--- src/rtl/reset_seq_pkg.sv ---
// Shared definitions for the reset sequencer.
//   seq_state_t          : sequencer state encoding (matches the seq_state output)
//   DEF_*                : default parameter values for reset_sequencer
//   cnt_width()          : counter width able to hold 0..max_val without wrapping
package reset_seq_pkg;

    typedef enum logic [1:0] {
        WAIT_LOCK = 2'd0,
        HOLD      = 2'd1,
        PERIPH_UP = 2'd2,
        RUN       = 2'd3
    } seq_state_t;

    localparam int unsigned DEF_DEBOUNCE_CYCLES = 50000;
    localparam int unsigned DEF_HOLD_CYCLES     = 1024;
    localparam int unsigned DEF_CORE_DELAY      = 64;

    function automatic int unsigned cnt_width(input int unsigned max_val);
        return (max_val < 1) ? 1 : $clog2(max_val + 1);
    endfunction

endpackage

--- src/rtl/sync_2ff.sv ---
// Two-flop synchronizer for a single asynchronous level.
//   sys_clock : destination clock
//   reset     : asynchronous active-low clear (output reads 0 while held)
//   d         : asynchronous input level
//   q         : level synchronized to sys_clock, two edges of latency
module sync_2ff (
    input  logic sys_clock,
    input  logic reset,
    input  logic d,
    output logic q
);

    logic meta;

    always_ff @(posedge sys_clock or negedge reset) begin
        if (!reset) begin
            meta <= 1'b0;
            q    <= 1'b0;
        end else begin
            meta <= d;
            q    <= meta;
        end
    end

endmodule

--- src/rtl/reset_sequencer.sv ---
// Reset sequencer between the PLL and the SoC top. Holds peripherals and core
// in reset until the PLL has been locked for HOLD_CYCLES, releases the
// peripherals, then releases the core CORE_DELAY cycles later. Lock loss or a
// debounced button press sends it back to WAIT_LOCK.
//   sys_clock    : PLL output clock, the only clock
//   reset        : asynchronous active-low reset
//   pll_locked   : PLL lock, asynchronous
//   rst_btn      : raw board button, active-high, bouncing
//   periph_reset : active-high peripheral reset
//   core_reset   : active-high core reset
//   seq_state    : current state encoding
//   reset_count  : saturating count of warm re-entries to WAIT_LOCK
//
// state     | meaning
// ----------+---------------------------------------------------
// WAIT_LOCK | both resets held, waiting for lock and idle button
// HOLD      | locked, both resets held for HOLD_CYCLES
// PERIPH_UP | peripherals released, core held for CORE_DELAY
// RUN       | both resets released
module reset_sequencer
    import reset_seq_pkg::*;
#(
    parameter int unsigned DEBOUNCE_CYCLES = DEF_DEBOUNCE_CYCLES,
    parameter int unsigned HOLD_CYCLES     = DEF_HOLD_CYCLES,
    parameter int unsigned CORE_DELAY      = DEF_CORE_DELAY
) (
    input  logic       sys_clock,
    input  logic       reset,
    input  logic       pll_locked,
    input  logic       rst_btn,
    output logic       periph_reset,
    output logic       core_reset,
    output logic [1:0] seq_state,
    output logic [7:0] reset_count
);

    localparam int unsigned SEQ_MAX = (HOLD_CYCLES > CORE_DELAY) ? HOLD_CYCLES : CORE_DELAY;
    localparam int unsigned SEQ_W   = cnt_width(SEQ_MAX);
    localparam int unsigned DB_W    = cnt_width(DEBOUNCE_CYCLES);

    localparam logic [SEQ_W-1:0] HOLD_LAST = SEQ_W'(HOLD_CYCLES - 1);
    localparam logic [SEQ_W-1:0] CORE_LAST = SEQ_W'(CORE_DELAY - 1);
    localparam logic [SEQ_W-1:0] SEQ_TOP   = SEQ_W'(SEQ_MAX);
    localparam logic [DB_W-1:0]  DB_LAST   = DB_W'(DEBOUNCE_CYCLES - 1);

    logic             lock_s;
    logic             btn_s;
    logic             btn_db;
    logic [DB_W-1:0]  db_cnt;
    logic [SEQ_W-1:0] seq_cnt;
    seq_state_t       state_q;
    seq_state_t       state_d;
    logic             abort;
    logic             warm_entry;

    sync_2ff u_sync_lock (
        .sys_clock (sys_clock),
        .reset     (reset),
        .d         (pll_locked),
        .q         (lock_s)
    );

    sync_2ff u_sync_btn (
        .sys_clock (sys_clock),
        .reset     (reset),
        .d         (rst_btn),
        .q         (btn_s)
    );

    // Debounce: btn_db follows btn_s only after DEBOUNCE_CYCLES consecutive
    // disagreeing samples; a single agreeing sample restarts the count.
    always_ff @(posedge sys_clock or negedge reset) begin
        if (!reset) begin
            btn_db <= 1'b0;
            db_cnt <= '0;
        end else if (btn_s == btn_db) begin
            db_cnt <= '0;
        end else if (db_cnt == DB_LAST) begin
            btn_db <= btn_s;
            db_cnt <= '0;
        end else begin
            db_cnt <= db_cnt + 1'b1;
        end
    end

    // Abort has priority over counter expiry so a lock loss coinciding with
    // the end of HOLD/PERIPH_UP never releases a reset.
    always_comb begin
        state_d = state_q;
        abort   = !lock_s || btn_db;
        case (state_q)
            WAIT_LOCK: if (lock_s && !btn_db) state_d = HOLD;
            HOLD: begin
                if (abort)                     state_d = WAIT_LOCK;
                else if (seq_cnt == HOLD_LAST) state_d = PERIPH_UP;
            end
            PERIPH_UP: begin
                if (abort)                     state_d = WAIT_LOCK;
                else if (seq_cnt == CORE_LAST) state_d = RUN;
            end
            RUN:     if (abort) state_d = WAIT_LOCK;
            default: state_d = WAIT_LOCK;
        endcase
    end

    assign warm_entry = (state_q != WAIT_LOCK) && (state_d == WAIT_LOCK);

    always_ff @(posedge sys_clock or negedge reset) begin
        if (!reset) begin
            state_q     <= WAIT_LOCK;
            seq_cnt     <= '0;
            reset_count <= '0;
        end else begin
            state_q <= state_d;
            if (state_d != state_q) begin
                seq_cnt <= '0;
            end else if (seq_cnt != SEQ_TOP) begin
                seq_cnt <= seq_cnt + 1'b1;
            end
            if (warm_entry && (reset_count != 8'hFF)) begin
                reset_count <= reset_count + 8'd1;
            end
        end
    end

    // Pure decode of the state register: the async clear of state_q asserts
    // both resets immediately, with no path from any input.
    assign periph_reset = (state_q == WAIT_LOCK) || (state_q == HOLD);
    assign core_reset   = (state_q != RUN);
    assign seq_state    = state_q;

endmodule

--- config.mk ---
export PLATFORM = sky130hd
export DESIGN_NAME = reset_sequencer
export DESIGN_NICKNAME = d
export VERILOG_FILES = /design/src/rtl/reset_seq_pkg.sv /design/src/rtl/sync_2ff.sv /design/src/rtl/reset_sequencer.sv
export SDC_FILE = /design/constraint.sdc
export NUM_CORES = 1
export LEC_CHECK = 0
export ABC_AREA = 1
export ABC_CLOCK_PERIOD_IN_PS = 1970
export BUFFER_PORTS_ARGS = -buffer_cell sky130_fd_sc_hd__buf_2
export CORE_MARGIN = 8
export CORE_UTILIZATION = 45
export CTS_BUF_LIST = sky130_fd_sc_hd__clkbuf_2 sky130_fd_sc_hd__clkbuf_4 sky130_fd_sc_hd__clkbuf_8
export CTS_CLUSTER_DIAMETER = 100
export DETAILED_ROUTE_END_ITERATION = 8
export PLACE_DENSITY_LB_ADDON = 0.2
export SLEW_MARGIN = 20
export SYNTH_ARGS = -nofsm -noshare
export SYNTH_HDL_FRONTEND = slang
export SYNTH_SLANG_ARGS = --single-unit
--- constraint.sdc ---
create_clock -name sys_clock -period 1.97 [get_ports sys_clock]
set_input_delay 0.0985 -clock sys_clock [delete_from_list [all_inputs] [get_ports sys_clock]]
set_output_delay 0.0985 -clock sys_clock [all_outputs]
set_load 0.02 [all_outputs]
Word-level counts from Yosys, hierarchy flattened
Cells that the tools add are included.

Bits of input ports: 4. Logic and storage cells: 47. Register bits: 42. Output and inout bits: 12.

Equal/unequal tests: 11. Bitwise logic cells: 1. Reduce and logical (&&, ||, !) cells: 12. Mux-type cells: 11. $add $sub $neg: 3.

Operators with widths (number): $mux 16 (2); $mux 11 (2); $add 16x1->16 const B (1); $eq 16x16->1 const B (1); $mux 2 (6); $add 11x1->11 const B (1); $eq 11x10->1 const B (1); $eq 11x6->1 const B (1); $ne 11x11->1 const B (1); $add 8x1->8 const B (1); $ne 8x8->1 const B (1); $pmux 2 s4 (1); $eq 2x2->1 const B (2); $logic_not 2->1 (2); $reduce_bool 2->1 (2); $logic_and 1x1->1 (3); $eq 2x1->1 const B (1); $logic_not 1->1 (2); $logic_or 1x1->1 (2); $ne 2x2->1 (1); $ne 2x2->1 const B (1); $reduce_and 2->1 (1); $eq 1x1->1 (1); $not 1->1 (1).

Depth between registers and ports, before layout
Gate-level depths: netlist of run 1.

Word-level depth: 7. Gate-level depth with buffers: 11. Mapped depth without buffers: 10.

By module
A second synthesis of run 1 with hierarchy kept.

Cells, all modules: 246. Area, all modules: 2137.0 um2.

By module, submodules not included: reset_sequencer (sequential area each 950.9 um2, times used 1, area each 2037.0 um2, cells an instance 242); sync_2ff (sequential area each 50.0 um2, times used 2, area each 50.0 um2, cells an instance 2).

Worst setup path before layout of run 1
No wires, ideal clock.

Kind: register to register. Start: register seq_cnt[0]. End: register seq_cnt[4]. Path buffers: 1. Data required time: 1.849 ns. Slack: 0.503 ns. Clock period less this slack: 1.467 ns. Stages on the path, launching flop included: 12. Arrival: 1.346 ns. Setup time: 0.121 ns. Cell sequence: dfrtp_1 ha_1 nand2_1 nor2_4 nand2_4 nor2_4 nand2_2 nand2_1 nand3_2 nand2_2 buf_6 nor2_2.

Longest elaborated chain between the ends: 6. Elaborated cells on any way between the ends: 13. Those cells by class: 1 x add/sub; 4 x eq/ne; 7 x mux; 1 x reduce/logical.

RTL lines: from (decl) (line reset_sequencer.sv:50) `logic [SEQ_W-1:0] seq_cnt;`; from (signal assigned) (line reset_sequencer.sv:118) `seq_cnt <= seq_cnt + 1'b1;`; $eq 11x6->1 or $eq 11x10->1 (tied branches) (line reset_sequencer.sv:99, reset_sequencer.sv:95); $mux 2, on equally long branches (line reset_sequencer.sv:99, reset_sequencer.sv:95); $mux 2, on equally long branches (line reset_sequencer.sv:98, reset_sequencer.sv:94); $pmux 2 s4 (line reset_sequencer.sv:91) `case (state_q)`; $ne 2x2->1 (line reset_sequencer.sv:115) `if (state_d != state_q) begin`; $mux 11 or $reduce_bool 2->1 (tied branches).

Several ways; a longest one is shown, not always the timed one. The select of a mux whose other input is x is not followed. A chain may end at the register's enable or synchronous reset.

Worst setup path after layout of run 1
Start: register seq_cnt[0]. End: register seq_cnt[10].

The elaborated chain is that of the path after synthesis.

==> reports/qor.yml, run 1 <==
status:
  status: "complete, no violations"
drt:
  drt_iter0_drc: 81
  first_pass_iters: 4
  wirelength_um: 3850
  ant_nets: 0
  wl_per_cell_um: 11.8
  via_count: 1611
  drc: 0
  vias_per_cell: 4.94
synth:
  syn_area_mm2: 0.00217
  synth_top_area_cell: "dfrtp_1"
  yosysSeqAreaShare_pct: 48.4
  syn_inst: 246
  synth_seq_cells: 42
  yosysTopAreaCellShare_pct: 48.4
  ys_types: 29
  yosys-top-cells-area: "dfrtp_1 (48%), xor2_1 (7.3%), nor2_1 (6.4%), nand2_1 (5.2%), inv_1 (4.8%)"
  syn_nets: 254
  synth.avg_cell_area_um2: 8.83
  yosys_warnings: 0
run:
  maxCapViolations: 0
timing:
  setup_violations: 0
  fin_tns_setup_ns: 0
  hold_viol: 0
  grt_setup_unrepaired: "false"
  finalCriticalPeriod_ns: 1.63
  slew_headroom_pct: 64.7
  clock_skew_ns: 0.00891
  fmax_mhz: 615
  slew_viol_final: 0
  tightest_slew_ns: 0.530
  finalCritPeriodShare_pct: 82.6
placement:
  io_buffers: 15
  dp_cells: 315
  placed_area_mm2: 0.00231
  gp_congestion: 0.804
  dp_hpwl_um: 2760
global_route:
  grt_usage_pct: 11.9
  grt_max_degree: 43
  grt_pass1_wl_um: 7090
  grt-ovfl-total: 0
  grt_pass1_vias: 1642
  antenna_found_initial: 0
clock_network:
  clk_pin_slew_ns: 0.08
  clkLatencyLatePin_ns: 0.30
  cts_setup_buffers: 0
  cts.sinks: 42
  cts_tree: "built"
  cts_max_level: 2
  cts_buffers: 5
  cts_resized: 0
  cts-root-buf: "clkbuf_8"
  clockBufferDepth: 2
power_and_ir_drop:
  vdd_drop_max_uv: 797
  pwr-share-seq_pct: 51.3
  p_clk_share_pct: 29.5
  p_int_uw: 1360
  power_leakage_uw: 0.00111
  switching_share_pct: 31.2
  power.switching_uw: 615
  power.density_mw_per_mm2: 810
  power_frac_comb_pct: 19.2
critical_path:
  critical_path.max_fanout: 11
  r2r_start: "seq_cnt[0]"
  crit_path_end_kind: "register"
  crit_required_ns: 2.14
  regToRegEndpoint: "seq_cnt[10]"
  r2r_cells: 10
  crit_end: "seq_cnt[10]"
  rrSetupSlack_ns: 0.34
  crit_path_start_kind: "register"
  worstSetupPathType: "register to register"
  crit_start: "seq_cnt[0]"
  worst_ep_arrival_time_ns: 1.80
floorplan:
  fp-row-count: 25
  die_width_um: 85.5
  initial_core_util_pct: 46.3
  io_pins: 16
  dieArea_mm2: 0.00731
  coreArea_mm2: 0.00469
  die_y_um: 85.5
layout:
  final_cell_mix: "dfrtp_1 (42), nor2_1 (37), nand2_1 (30)"
  n_antenna_cell: 0
  drive_gt1_share_pct: 18.4
  fin_nets: 279
  final_common_cell: "dfrtp_1"
  multiInputGateArea_um2: 997
  syn2layout_area_growth_pct: 12.2
  stdcell_area_mm2: 0.00244
  num-fill-cells: 446
  seqCellArea_mm2: 0.00105
  fin_cells: 326
hold_path:
  min_delay_path_depth: 0
  holdCritPathClass: "register to register"
-- repair_timing --
action	4_1_cts	5_1_grt
setup endpoints to repair	0	0
endpoints found under the hold margin	44	0
hold buffers	3	0
-- worst min path at each step --
stage | to | slack, ns | startpoint
global route | u_sync_btn.q | 0.38 | u_sync_btn.meta
CTS | u_sync_lock.q | 0.35 | u_sync_lock.meta
detailed placement | db_cnt[4] | 0.20 | reset
floorplan | btn_db | -0.20 | reset
global placement | db_cnt[4] | 0.20 | reset
finish | u_sync_lock.q | 0.35 | u_sync_lock.meta
-- logic make-up (layout without fill, tap and decap cells) --
family / after synthesis / after routing / share of synthesized area, %
simple gates: 135 / 135 / 31.2
flops: 42 / 42 / 48.4
buf+inv: 31 / 57 / 5.70
xor+xnor: 23 / 23 / 9.27
compound gates: 11 / 11 / 3.11
fa+ha+maj: 4 / 4 / 2.30
-- power groups by stage --
stage               logic (µW)  registers (µW)  clock network (µW)
floorplan                  214            1080                   0
finish                     378            1010                 582
global placement           376            1030                   0
global route               430            1020                 639
CTS                        386            1010                 604
detailed placement         380            1030                   0
-- worst max-delay path, stage by stage (launching register included) --
cell and delay [ns]:
dfrtp_1 0.41, ha_1 0.18, nand2_1 0.10, nor2_4 0.13, nand2_4 0.08, nor2_4 0.10, nand2_2 0.07, nand2_1 0.07
nand3_2 0.06, nand2_2 0.26, nor2_1 0.06
-- sequential cells by signal (all words and copies together) (netlist names) --
register	cells
db_cnt	16
btn_db	1
reset_count	8
u_sync_btn.q	1
u_sync_lock.q	1
u_sync_btn.meta	1
u_sync_lock.meta	1
seq_cnt	11
seq_state	2
-- final cells by class --
cell class                      instances  area share [%]
Tap cell                               54            2.77
Sequential cell                        42            43.1
Timing Repair Buffer                   19            4.62
Multi-Input combinational cell        173            40.9
Clock inverter                          2           0.514
Inverter                               30            4.62
Clock buffer                            6            3.39
-- synth_stat cells --
cell      number
inv_1         28
nand4_1        7
o31ai_1        1
o21bai_1       1
dfrtp_1       42
nor2_2        11
nor2_4         4
inv_2          2
nand2_4        1
buf_6          1
nor3_2         1
o21a_1         1
nor3_1        12
a21oi_1        3
o21ai_0        3
and3_1         1
a21o_1         1
nand3_2        2
nor3b_2        1
nand3_1       21
nor2_1        37
o211ai_1       1
nand2_2        4
xnor2_1        5
ha_1           4
nand2_1       30
nor4_1         2
xor2_1        18
or2_0          1
-- per-layer routing --
layer	track usage [%]	wire length (µm)	up-vias
met3	3.28	91	4
met2	18.2	1680	19
met5	0	0	-
li1	-	-	839
met1	15.7	2030	749
met4	3.98	54	0
-- metrics by stage --
step / hold WS, ns / utilization [%] / worst slack, ns / total power [µW]
floorplan: -0.197 / - / 0.503 / 1290
global placement: 0.199 / 49.3 / 0.366 / 1400
detailed placement: 0.203 / 49.3 / 0.325 / 1410
CTS: 0.354 / 51.9 / 0.314 / 2000
global route: 0.377 / 51.9 / 0.170 / 2090
finish: 0.352 / 51.9 / 0.343 / 1970
Power figures use the tool's default switching activity.
==> run 2, diff against run 1 <==
ABC_AREA = 0   (was 1)
ABC_CLOCK_PERIOD_IN_PS = 1500   (was 1970)
clock period = 1.5 ns   (was 1.97 ns; I/O delays follow)
==> run 2 against run 1 <==
  * The run now ends with setup timing left
  * Via count shrank 1.6%
  * Register-to-register slack worse by 0.45 ns
  * Sequential cell count unchanged
  * Sequential power up 33%
  * First-iteration DRC count rose by 25%
  * Critical path type unchanged
  * Clock power grew 61%
  * Highest routed layer unchanged
==> reports/qor.yml, run 2 <==
placement:
  gp_congestion: 0.878
  preCtsSetupSlack_ns: -0.156
  dp_hpwl_um: 3000
  io_buffers: 15
clock_network:
  clk_pin_slew_ns: 0.08
  clockBufferDepth: 2
  cts_tree: "built"
  clkLatencyLatePin_ns: 0.29
  cts.sinks: 42
  cts_max_level: 2
  cts_buffers: 5
  cts-root-buf: "clkbuf_8"
synth:
  ys_types: 31
  synthXorXnorAreaFrac_pct: 13.2
  synth_fa_ha_area_share_pct: 2.44
  synth_most_common_cell: "dfrtp_1"
  yosysSeqAreaShare_pct: 51.2
  yosysTopAreaCellShare_pct: 51.2
  synthArstFlopShare_pct: 100
  synth_seq_cells: 42
  synthSimpleGateAreaFrac_pct: 26.3
  synth.avg_cell_area_um2: 10.6
  ys.flop_type: "dfrtp_1"
  syn_inst: 193
  synth.area.mux_share_pct: 1.58
  synth_edf_count: 0
  synth_top_area_cell: "dfrtp_1"
  syn_area_mm2: 0.00205
  synth_common_cells: "dfrtp_1 (42), nor3_1 (17), xnor2_1 (17)"
  syn_nets: 201
  yosys-top-cells-area: "dfrtp_1 (51%), xnor2_1 (7.2%), xor2_1 (6.0%), nor3_1 (4.1%), nand3_1 (3.4%)"
  yosys_warnings: 0
  synth-compound-area-share_pct: 2.80
  synth_top_family_by_area: "simple AND/OR/NAND/NOR gates"
drt:
  via_count: 1585
  vias_per_cell: 5.28
  met3_length_um: 192
  drt_iter0_drc: 101
  top_layer: "met4"
  dr_wl_met2_um: 2030
  met1_length_um: 1910
  drc: 0
  wl_per_cell_um: 14.0
  ant_nets: 0
  first_pass_iters: 4
  wirelength_um: 4190
timing:
  setup_slack_ns: -0.106
  fin_tns_setup_ns: -1.51
  slew_headroom_pct: 70.2
  clock_skew_ns: 0.00811
  hold_ws_ns: 0.265
  tightest_slew_ns: 0.447
  grt_setup_unrepaired: "true"
  finalCriticalPeriod_ns: 1.61
  setup_violations: 17
  finalCritPeriodShare_pct: 107
  hold_viol: 0
  fmax_mhz: 623
  slew_viol_final: 0
power_and_ir_drop:
  power_frac_comb_pct: 19.9
  pwr-share-seq_pct: 47.2
  switching_share_pct: 28.0
  p_int_uw: 2050
  p_clk_share_pct: 33.0
  power.density_mw_per_mm2: 1080
  vdd_drop_max_uv: 720
  power_leakage_uw: 0.00116
  power.switching_uw: 795
layout:
  drive_gt1_share_pct: 34.3
  largest_register_ffs: 16
  top_register: "db_cnt"
  n_antenna_cell: 0
  final_cell_mix: "dfrtp_1 (40), buf_4 (31), xnor2_1 (17)"
  final_common_cell: "dfrtp_1"
  top_regs: "db_cnt x16, seq_cnt x11, reset_count x8"
  fin_nets: 255
  syn2layout_area_growth_pct: 28.4
  num-fill-cells: 352
critical_path:
  worst_ep_arrival_time_ns: 1.79
  crit_required_ns: 1.68
  crit_path_end_kind: "register"
  critical_path.max_fanout: 16
  regToRegEndpoint: "db_cnt[2]"
  rrSetupSlack_ns: -0.11
  crit_path_start_kind: "register"
  crit_start: "db_cnt[12]"
  r2r_start: "db_cnt[12]"
  r2r_cells: 6
  worstSetupPathType: "register to register"
global_route:
  grt_pass1_wl_um: 7130
  antenna_found_initial: 0
  grt-ovfl-total: 0
  grt_max_degree: 25
  grt_usage_pct: 12.2
  grt_pass1_vias: 1565
hold_path:
  holdCritPathClass: "input pin to async pin"
floorplan:
  coreArea_mm2: 0.00438
  initial_core_util_pct: 46.9
  io_pins: 16
  die_y_um: 83.6
  dieArea_mm2: 0.00698
  fp-row-count: 24
  die_width_um: 83.6
run:
  maxCapViolations: 0
status:
  failed_checks: "setup timing"
  status: "complete, but fails checks"
## run 2: final cells by class
class                      count  area (µm²)  area share (%)
clock buffer                   7        90.1            3.42
clock inverter                 1        30.0            1.14
inverter                       7        26.3           0.996
multi-input combinational    140         995            37.7
sequential                    42        1050            39.9
tap                           52        65.1            2.47
timing repair buffer          51         378            14.3
## run 2: metal layers
metal / vias to the layer above / track usage, %
li1: 783 / -
met1: 765 / 14.7
met2: 32 / 19.5
met3: 5 / 4.10
met4: 0 / 4.55
met5: - / 0
## run 2: worst max-delay path by stage
stage,to,depth (start not counted)
after floorplan,db_cnt[7],5
after global placement,btn_db,4
after detailed placement,btn_db,4
after CTS,db_cnt[5],6
after global routing,btn_db,4
final,db_cnt[2],6
## run 2: cell families (layout without fill, tap and decap cells)
group / after synthesis / in the layout
muxes: 3 / 3
buffers and inverters: 11 / 66
adders and majority gates: 4 / 4
and+or+nand+nor: 96 / 96
DFF: 42 / 42
AOI/OAI and AO/OA: 6 / 6
xor gates and xnor gates: 31 / 31
## run 2: through the flow
step	cells	utilization, %	power [µW]	area (µm²)
2_1_floorplan	193	-	1660	2070
3_3_place_gp	288	55.8	1890	2440
3_5_place_dp	288	55.8	1920	2440
4_1_cts	300	59.5	2870	2610
5_1_grt	300	60.2	2990	2640
6_report	300	60.2	2840	2640
## run 2: repair_timing
item,in CTS,in global routing
endpoints found under the hold margin,20,0
pin swaps,2,2
buffers inserted,1,0
setup endpoints to repair,17,31
resized for setup,1,6
cloned,0,0
hold buffers,3,0
## run 2: power groups by stage
stage | registers, µW | clock network (µW) | logic (µW)
floorplan | 1460 | 0 | 202
global placement | 1350 | 0 | 540
detailed placement | 1360 | 0 | 557
CTS | 1340 | 965 | 566
global route | 1360 | 1010 | 624
finish | 1340 | 936 | 564
## run 2: critical path, cell delays in order, from the launching register on
cell and delay, ns:
dfrtp_1 0.41, nor4b_2 0.25, nand3b_1 0.15, buf_4 0.17, o41ai_4 0.25, buf_12 0.20, nor2_1 0.06
